## config.mk

```make
export PLATFORM = sky130hd
export DESIGN_NAME = chan_550_packet_bin_loader_flat
export DESIGN_NICKNAME = d
export VERILOG_FILES = /design/src/rtl/chan_550_packet_bin_loader_pkg.sv /design/src/rtl/chan_550_packet_bin_loader_if.sv /design/src/rtl/chan_550_packet_bin_loader_edge.sv /design/src/rtl/chan_550_packet_bin_loader.sv /design/src/flat_wrapper.sv
export SDC_FILE = /design/constraint.sdc
export NUM_CORES = 1
export LEC_CHECK = 0
export BUFFER_PORTS_ARGS = -buffer_cell sky130_fd_sc_hd__buf_2
export CORE_UTILIZATION = 47
export CTS_BUF_LIST = sky130_fd_sc_hd__clkbuf_8
export CTS_CLUSTER_SIZE = 16
export DETAILED_ROUTE_END_ITERATION = 10
export GPL_ROUTABILITY_DRIVEN = 0
export GPL_TIMING_DRIVEN = 0
export PLACE_DENSITY = 0.75
export SYNTH_ARGS = -nofsm -noshare
export SYNTH_HDL_FRONTEND = slang
export SYNTH_HIERARCHICAL = 1
export SYNTH_SLANG_ARGS = --single-unit
export TNS_END_PERCENT = 10
```

## constraint.sdc

```tcl
create_clock -name user_clk -period 2.1 [get_ports user_clk]
set_input_delay 0.63 -clock user_clk [delete_from_list [all_inputs] [get_ports user_clk]]
set_output_delay 0.63 -clock user_clk [all_outputs]
set_load 0.02 [all_outputs]
```

## src/rtl/chan_550_packet_bin_loader_pkg.sv

```systemverilog
// ---------------------------------------------------------------------------
// chan_550_packet_bin_loader_pkg
//   Shared definitions for the load_bins command loader: FSM state encoding,
//   command word strobe bit positions, counter widths and a saturating
//   increment helper.
// ---------------------------------------------------------------------------
package chan_550_packet_bin_loader_pkg;

  localparam int LOAD_BIT   = 31;
  localparam int CLR_BIT    = 30;

  localparam int LOAD_CNT_W = 16;
  localparam int ERR_CNT_W  = 8;

  typedef enum logic [1:0] {
    ST_IDLE  = 2'd0,
    ST_WRITE = 2'd1,
    ST_CLEAR = 2'd2
  } state_e;

  function automatic logic [ERR_CNT_W-1:0] sat_inc_err(input logic [ERR_CNT_W-1:0] v);
    return (v == '1) ? v : v + ERR_CNT_W'(1);
  endfunction

endpackage

```

## src/rtl/chan_550_packet_bin_loader_if.sv

```systemverilog
// ---------------------------------------------------------------------------
// chan_550_packet_bin_loader_if
//   Write port into the channel->FFT-bin select table.
//   tbl_we   : one-cycle write enable
//   tbl_addr : channel address (ADDR_W)
//   tbl_data : FFT bin (BIN_W)
//   master = loader side (drives), slave = table RAM side (receives).
// ---------------------------------------------------------------------------
interface chan_550_packet_bin_loader_if
  import chan_550_packet_bin_loader_pkg::*;
#(
  parameter int ADDR_W = 8,
  parameter int BIN_W  = 10
);
  logic              tbl_we;
  logic [ADDR_W-1:0] tbl_addr;
  logic [BIN_W-1:0]  tbl_data;

  modport master (output tbl_we, output tbl_addr, output tbl_data);
  modport slave  (input  tbl_we, input  tbl_addr, input  tbl_data);
endinterface

```

## src/rtl/chan_550_packet_bin_loader_edge.sv

```systemverilog
// ---------------------------------------------------------------------------
// chan_550_packet_bin_loader_edge
//   Samples the two command strobe bits (r1), keeps one cycle of history (r2)
//   and flags rising edges.
//   Ports: user_clk, user_rst_n (async active-low), strb_in[1:0] raw strobes,
//          rise[1:0] one-cycle rising-edge pulses.
//   A strobe already high when reset releases must not look like an edge, so
//   edges are masked until r2 holds a genuine sample (two clocks after reset).
// ---------------------------------------------------------------------------
module chan_550_packet_bin_loader_edge
  import chan_550_packet_bin_loader_pkg::*;
(
  input  logic       user_clk,
  input  logic       user_rst_n,
  input  logic [1:0] strb_in,
  output logic [1:0] rise
);

  logic [1:0] r1;
  logic [1:0] r2;
  logic [1:0] armed;

  always_ff @(posedge user_clk or negedge user_rst_n) begin
    if (!user_rst_n) begin
      r1    <= '0;
      r2    <= '0;
      armed <= '0;
    end else begin
      r1    <= strb_in;
      r2    <= r1;
      armed <= {armed[0], 1'b1};
    end
  end

  assign rise = {2{armed[1]}} & r1 & ~r2;

endmodule

```

## src/rtl/chan_550_packet_bin_loader.sv

```systemverilog
// ---------------------------------------------------------------------------
// chan_550_packet_bin_loader
//   Turns load_bins register commands into writes on the channel->bin table.
//   LOAD rising edge  -> single validated write (chan, bin) from the word.
//   CLEAR rising edge -> writes 0 to every table address, 0..2**ADDR_W-1.
//
//   Ports:
//     user_clk, user_rst_n  clock, async active-low reset
//     load_word[31:0]       [31]=LOAD [30]=CLEAR [BIN_W+:ADDR_W]=chan [BIN_W-1:0]=bin
//     tbl (master)          table write port (tbl_we/tbl_addr/tbl_data)
//     busy                  command in progress
//     load_count[15:0]      accepted LOADs, wraps
//     err_count[7:0]        rejected LOADs (bin >= NUM_BINS), saturates
//     overrun               sticky, a strobe edge arrived while busy
//     status_word[31:0]     only with CHAN_550_PACKET_BIN_LOADER_STATUS_EN:
//                           registered {busy, overrun, 6'b0, err_count, load_count}
//
//   state  | meaning
//   IDLE   | waiting for a strobe edge
//   WRITE  | one cycle: validate bin, issue the single write or count error
//   CLEAR  | sweep addresses 0..2**ADDR_W-1 writing 0
// ---------------------------------------------------------------------------
module chan_550_packet_bin_loader
  import chan_550_packet_bin_loader_pkg::*;
#(
  parameter int ADDR_W   = 8,
  parameter int BIN_W    = 10,
  parameter int NUM_BINS = 512
) (
  input  logic                  user_clk,
  input  logic                  user_rst_n,
  input  logic [31:0]           load_word,
  chan_550_packet_bin_loader_if.master tbl,
  output logic                  busy,
  output logic [LOAD_CNT_W-1:0] load_count,
  output logic [ERR_CNT_W-1:0]  err_count,
`ifdef CHAN_550_PACKET_BIN_LOADER_STATUS_EN
  output logic [31:0]           status_word,
`endif
  output logic                  overrun
);

  localparam logic [1:0] S_IDLE  = ST_IDLE;
  localparam logic [1:0] S_WRITE = ST_WRITE;
  localparam logic [1:0] S_CLEAR = ST_CLEAR;

  logic [1:0]        state;
  logic [ADDR_W-1:0] clr_cnt;
  logic [ADDR_W-1:0] r1_chan;
  logic [BIN_W-1:0]  r1_bin;
  logic [1:0]        rise;
  logic              rise_load;
  logic              rise_clr;
  logic              bin_ok;
  logic              unused_word_bits;

  // Only the strobe and field bits matter; the rest of the word is ignored.
  assign unused_word_bits = ^load_word;

  chan_550_packet_bin_loader_edge u_edge (
    .user_clk   (user_clk),
    .user_rst_n (user_rst_n),
    .strb_in    ({load_word[LOAD_BIT], load_word[CLR_BIT]}),
    .rise       (rise)
  );

  assign rise_load = rise[1];
  assign rise_clr  = rise[0];

  // Field copy aligned with the strobe sample taken inside u_edge.
  always_ff @(posedge user_clk or negedge user_rst_n) begin
    if (!user_rst_n) begin
      r1_chan <= '0;
      r1_bin  <= '0;
    end else begin
      r1_chan <= load_word[BIN_W +: ADDR_W];
      r1_bin  <= load_word[BIN_W-1:0];
    end
  end

  assign bin_ok = (int'(r1_bin) < NUM_BINS);
  assign busy   = (state != S_IDLE);

  always_ff @(posedge user_clk or negedge user_rst_n) begin
    if (!user_rst_n) begin
      state        <= S_IDLE;
      clr_cnt      <= '0;
      tbl.tbl_we   <= 1'b0;
      tbl.tbl_addr <= '0;
      tbl.tbl_data <= '0;
      load_count   <= '0;
      err_count    <= '0;
      overrun      <= 1'b0;
    end else begin
      tbl.tbl_we <= 1'b0;

      case (state)
        S_IDLE: begin
          // CLEAR takes priority; a LOAD edge in the same cycle is discarded.
          if (rise_clr) begin
            state   <= S_CLEAR;
            clr_cnt <= '0;
          end else if (rise_load) begin
            state <= S_WRITE;
          end
        end
        S_WRITE: begin
          if (bin_ok) begin
            tbl.tbl_we   <= 1'b1;
            tbl.tbl_addr <= r1_chan;
            tbl.tbl_data <= r1_bin;
            load_count   <= load_count + LOAD_CNT_W'(1);
          end else begin
            err_count <= sat_inc_err(err_count);
          end
          state <= S_IDLE;
        end
        S_CLEAR: begin
          tbl.tbl_we   <= 1'b1;
          tbl.tbl_addr <= clr_cnt;
          tbl.tbl_data <= '0;
          clr_cnt      <= clr_cnt + ADDR_W'(1);
          if (clr_cnt == '1) state <= S_IDLE;
        end
        default: state <= S_IDLE;
      endcase

      if (busy && (rise_load || rise_clr)) overrun <= 1'b1;
    end
  end

`ifdef CHAN_550_PACKET_BIN_LOADER_STATUS_EN
  always_ff @(posedge user_clk or negedge user_rst_n) begin
    if (!user_rst_n) status_word <= '0;
    else             status_word <= {busy, overrun, 6'b0, err_count, load_count};
  end
`endif

endmodule
```

## src/flat_wrapper.sv

```systemverilog
// flat-port wrapper written by rule: the top's interface ports become plain ports
module chan_550_packet_bin_loader_flat import chan_550_packet_bin_loader_pkg::*;
#(
  parameter int ADDR_W   = 8,
  parameter int BIN_W    = 10,
  parameter int NUM_BINS = 512
)
  (user_clk, user_rst_n, load_word, busy, load_count, err_count, overrun, tbl_tbl_we, tbl_tbl_addr, tbl_tbl_data);
  chan_550_packet_bin_loader_if #(.ADDR_W(ADDR_W), .BIN_W(BIN_W)) tbl_i ();
  input  logic user_clk;
  input  logic user_rst_n;
  input  logic [31:0] load_word;
  output logic busy;
  output logic [LOAD_CNT_W-1:0] load_count;
  output logic [ERR_CNT_W-1:0] err_count;
  output logic overrun;
  output wire logic [$bits(tbl_i.tbl_we)-1:0] tbl_tbl_we;
  output wire logic [$bits(tbl_i.tbl_addr)-1:0] tbl_tbl_addr;
  output wire logic [$bits(tbl_i.tbl_data)-1:0] tbl_tbl_data;
  assign tbl_tbl_we = tbl_i.tbl_we;
  assign tbl_tbl_addr = tbl_i.tbl_addr;
  assign tbl_tbl_data = tbl_i.tbl_data;
  chan_550_packet_bin_loader #(.ADDR_W(ADDR_W), .BIN_W(BIN_W), .NUM_BINS(NUM_BINS)) u_core (.user_clk(user_clk), .user_rst_n(user_rst_n), .load_word(load_word), .tbl(tbl_i), .busy(busy), .load_count(load_count), .err_count(err_count), .overrun(overrun));
endmodule
```

Word level (Yosys, flattened, before mapping)
Cells that the tools add are included.

Output and inout bits: 45. Register bits: 78. Bits of input ports: 34. Word-level logic and storage cells: 53.

Reductions and logical operators: 11. Bitwise operators: 5. Muxes and demuxes: 12. $add $sub $neg: 3. Magnitude comparators: 1. Equal/unequal tests: 8.

Operator list (count): $pmux 8 s2 (2); $pmux 10 s2 (1); $add 16x1->16 const B (1); $add 8x1->8 const B (2); $eq 8x8->1 const B (2); $mux 8 (2); $lt 10x10->1 const B (1); $mux 10 (1); $reduce_and 2->1 (4); $mux 2 (3); $ne 2x1->1 const B (3); $reduce_bool 2->1 (3); $and 2x2->2 (2); $pmux 2 s2 (1); $ne 3x1->1 const B (1); $reduce_and 3->1 (1); $eq 2x1->1 const B (1); $eq 2x2->1 const B (1); $logic_not 2->1 (1); $not 1->1 (2); $not 2->2 (1); $pmux 1 s2 (1); $logic_and 1x1->1 (1); $logic_or 1x1->1 (1); $mux 1 (1).

Logic depth before layout (Yosys ltp)
Depth after elaboration: 5. Gate-level depth with buffers: 7. Mapped depth without buffers: 6.

By module
Netlist, hierarchy kept.

Modules (own cells, without submodules): chan_550_packet_bin_loader (area an instance 3001.6 um^2, seq. area each 1801.7 um^2, cells an instance 264, instances 1); chan_550_packet_bin_loader_edge (area an instance 171.4 um^2, seq. area each 150.1 um^2, cells an instance 9, instances 1).

Worst setup path after synthesis
Ideal clock, no wire load.

Path type: reg2reg. Start point: reg u_core.state[0]. End point: reg u_core.tbl.tbl_addr[5]. Cell stages (with the launch flop): 6. Slack: 0.553 ns. Setup time: 0.128 ns. Data required time: 1.972 ns. Period minus slack after synthesis: 1.547 ns. Data arrival time: 1.419 ns. Path through: dfrtp_1 -> ha_1 -> clkbuf_1 -> o21bai_1 -> buf_2 -> o21ai_0.

Word-level cells in the longest chain between the ends: 3. Elaborated cells on any way between the ends: 6. Classes of those cells: eq/ne (3); mux (1); reduce/logical (2).

Ends and longest elaborated chain: from (decl) (RTL line chan_550_packet_bin_loader.sv:47) `logic [1:0] state;`; from (signal assigned) (RTL line chan_550_packet_bin_loader.sv:86) `state <= S_IDLE;`; from (signal assigned) (RTL line chan_550_packet_bin_loader.sv:101) `state <= S_CLEAR;`; from (signal assigned) (RTL line chan_550_packet_bin_loader.sv:104) `state <= S_WRITE;`; $eq 2x1->1 / $eq 2x2->1 (equally long branches) (RTL line chan_550_packet_bin_loader.sv:97) `case (state)`; $ne 2x1->1 (no source line) / $reduce_bool 2->1 (equally long branches); $reduce_and 2->1 (no source line); to (signal assigned) (RTL line chan_550_packet_bin_loader.sv:110) `tbl.tbl_addr <= r1_chan;`; to (signal assigned) (RTL line chan_550_packet_bin_loader.sv:120) `tbl.tbl_addr <= clr_cnt;`; to (decl) (RTL line chan_550_packet_bin_loader_if.sv:19) `modport master (output tbl_we, output tbl_addr, output tbl_data);`.

Several ways; a longest one is shown, not always the timed one. A chain may end at the register's enable or synchronous reset.

Worst setup path after layout
Start point: reg u_core.state[0]. End point: out busy.

Word-level cells in the longest chain between the ends: 1.

Ends and longest elaborated chain: $reduce_bool 2->1 (RTL line chan_550_packet_bin_loader.sv:82) `assign busy = (state != S_IDLE);`; to (decl) (RTL line flat_wrapper.sv:13) `output logic busy;`.

Every way passes these cells.

==> impl_metrics.toml <==
[worst_setup_path]
path_class = "reg -> out"
start_kind = "flip-flop"
cp-end-kind = "primary output"
worstPathMaxFanout = 6
reg2reg_depth = 7
cp_data_required_time_ns = 1.47
arrival_ns = 1.36

[die]
num_rows = 29
fp.dieW_um = 84.17
start_util_pct = 49.41
die_area_um2 = 7084
ios = 79
core_um2 = 6422
die-height_um = 84.17

[routing]
routedWlPerCell_um = 13.71
viasPerCell = 5.152
drc = 8
detail-route-antenna-nets = 0
first_iter_violations = 135
vias = 2231
firstDrtPassIters = 7
wirelength_um = 5935

[logic_synthesis]
yosysWarnings = 6
syn_inst = 273
synth_compound_area_share_pct = 7.926
syn-num-nets = 313
synthFlopType = "dfrtp_1"
post_synth.cell_area_avg_um2 = 11.62
yosysUniqueCellTypes = 35
syn_area_um2 = 3173
yosys.area_share.xor_xnor_pct = 6.073
synth_top_family_by_area = "simple AND/OR/NAND/NOR gates"
yosysSeqAreaShare_pct = 61.51
synth_mux_area_share_pct = 4.219
synth_seq_cells = 78
synth-adder-area-share_pct = 2.366
synthSimpleGateAreaFrac_pct = 16.44
synth_edf_count = 0
async_reset_ff_share_pct = 100.0

[power_and_ir_drop]
peakVddDrop_uv = 739.8
power_density_nw_per_um2 = 1266
leakagePower_uw = 0.001939
total_power_uw = 4965

[finish]
final_cell_area_um2 = 3921
final_cell_mix = "78 x dfrtp_1, 69 x buf_2, 29 x nand2_1"
drive_gt1_share_pct = 27.25
diodes = 0
nets = 391
fillers = 524
final_common_cell = "dfrtp_1"
area_delta_synth_final_pct = 23.58

[clock_tree]
cts.sinks = 78
cts_setup_buffers = 0
clockRootBuffer = "clkbuf_8"
cts_tree = "done"
cts_resized = 0
h-tree-depth = 3
hold_buffers = 0
clkTransAtPathRegs_ns = 0.08
numCtsBuffers = 9
clk_latency_ns = 0.35
max-clock-path-buffers = 2

[sta]
slew_headroom_pct = 62.94
fin_skew_ns = 0.007729
tightest_slew_ns = 0.5405
setup_viol = 0
finalCritPeriodShare_pct = 94.63
fmax_mhz = 503.2
drv_slew = 0
rsz0062_at_grt = "no"
fin_crit_ns = 1.987
finalSetupTns_ns = 0
hold_viol = 0

[placement]
place_hpwl_um = 4114
port_buffers = 66
placed_area_um2 = 3630

[global_route]
grt_start_max_net_pins = 63
antenna_found_initial = 0
grt_pass1_vias = 2094
grtUsageTotal_pct = 18.26
grt_pass1_wl_um = 9956
grt_overflow_total = 0

[run]
maxCapViolCount = 0

[worst_hold_path]
min_path_type = "in -> async"

[outcome]
outcome = "finished, violations left"
violations = "DRC"
==> state kept, by name, summed over array words and instances (netlist names) <==
register,flops
u_core/clr_cnt,8
u_core/err_count,8
u_core/load_count,16
u_core/overrun,1
u_core/r1_bin,10
u_core/r1_chan,8
u_core/state,2
u_core/tbl.tbl_addr,8
u_core/tbl.tbl_data,10
u_core/tbl.tbl_we,1
u_core/u_edge/armed,2
u_core/u_edge/r1,2
u_core/u_edge/r2,2
==> kinds of logic (layout without fill, tap and decap cells) <==
kind of cell    Yosys count  after routing
xor+xnor                 22             22
simple gates             98             98
fa+ha+maj                 6              6
other cells               1              1
flops                    78             78
buf+inv                  10             93
mux                      13             13
compound gates           45             45
==> metal layers <==
layer	GRT usage [%]	part of all wire, %	vias up
li1	-	-	1100
met3	7.178	6.3	8
met4	6.113	1.1	0
met5	0	0	-
met2	28.61	46	56
met1	23.40	47	1067
==> Yosys cell counts (all sizes together) (4+ instances only) <==
master  number  area share, %
ha           6            2.4
nor2        13            1.5
xor2         9            2.5
a21oi       15            2.4
nor2b       10            2.0
nand4        9            2.0
mux2i       10            3.2
and3         6            1.2
xnor2       13            3.6
nand3       13            2.1
dfrtp       78             62
buf          4           0.63
o21ai       22            3.5
nand2       29            3.4
==> final timing paths <==
path,startpoint,slack [ns],to
setup / recovery,u_core/state[0]$_DFFE_PN0P_,0.11,busy
hold / removal,user_rst_n,0.14,u_core/r1_bin[2]$_DFF_PN0_
setup reg to reg,u_core/state[1]$_DFFE_PN0P_,0.23,u_core/tbl.tbl_addr[3]$_DFFE_PN0P_
hold reg to reg,u_core/u_edge/armed[0]$_DFF_PN0_,0.35,u_core/u_edge/armed[1]$_DFF_PN0_
max in group asynchronous,user_rst_n,1.40,u_core/load_count[12]$_DFFE_PN0P_
min in group user_clk,u_core/u_edge/armed[0]$_DFF_PN0_,0.35,u_core/u_edge/armed[1]$_DFF_PN0_
==> report_power, final <==
part	internal, uW	leakage, uW	switching, uW	total [uW]
clock	1030	0.000141	533	1560
sequential	1750	0.000998	195	1950
combinational	529	0.000801	929	1460
total	3310	0.00194	1660	4970
==> cell type report <==
cell class / count / area (um2) / area share [%]
clock inverters: 7 / 161.4 / 4.116
flip-flops and latches: 78 / 1952 / 49.78
repair buffers: 67 / 360.3 / 9.190
plain buffers: 7 / 31.28 / 0.7977
inverters: 3 / 11.26 / 0.2872
well taps: 77 / 96.34 / 2.457
multi-input cells: 185 / 1185 / 30.22
clock buffers: 9 / 123.9 / 3.159
==> critical path, stage by stage, from the launching register on <==
cell and delay [ns]:
dfrtp_1 0.41, inv_1 0.10, ha_2 0.24, inv_1 0.09, buf_2 0.16
==> metrics by stage <==
step                hold slack, ns  instances  setup WS [ns]  util, %
finish                      0.1385        433         0.1128    61.06
global route                0.1364        433        0.02054    61.06
CTS                         0.1295        433        0.01486    60.96
detailed placement          0.3355        417        0.07783    56.52
global placement            0.3315        416       -0.09928    56.05
floorplan                   0.3312        273         0.5532        -
Power figures use the tool's default switching activity.
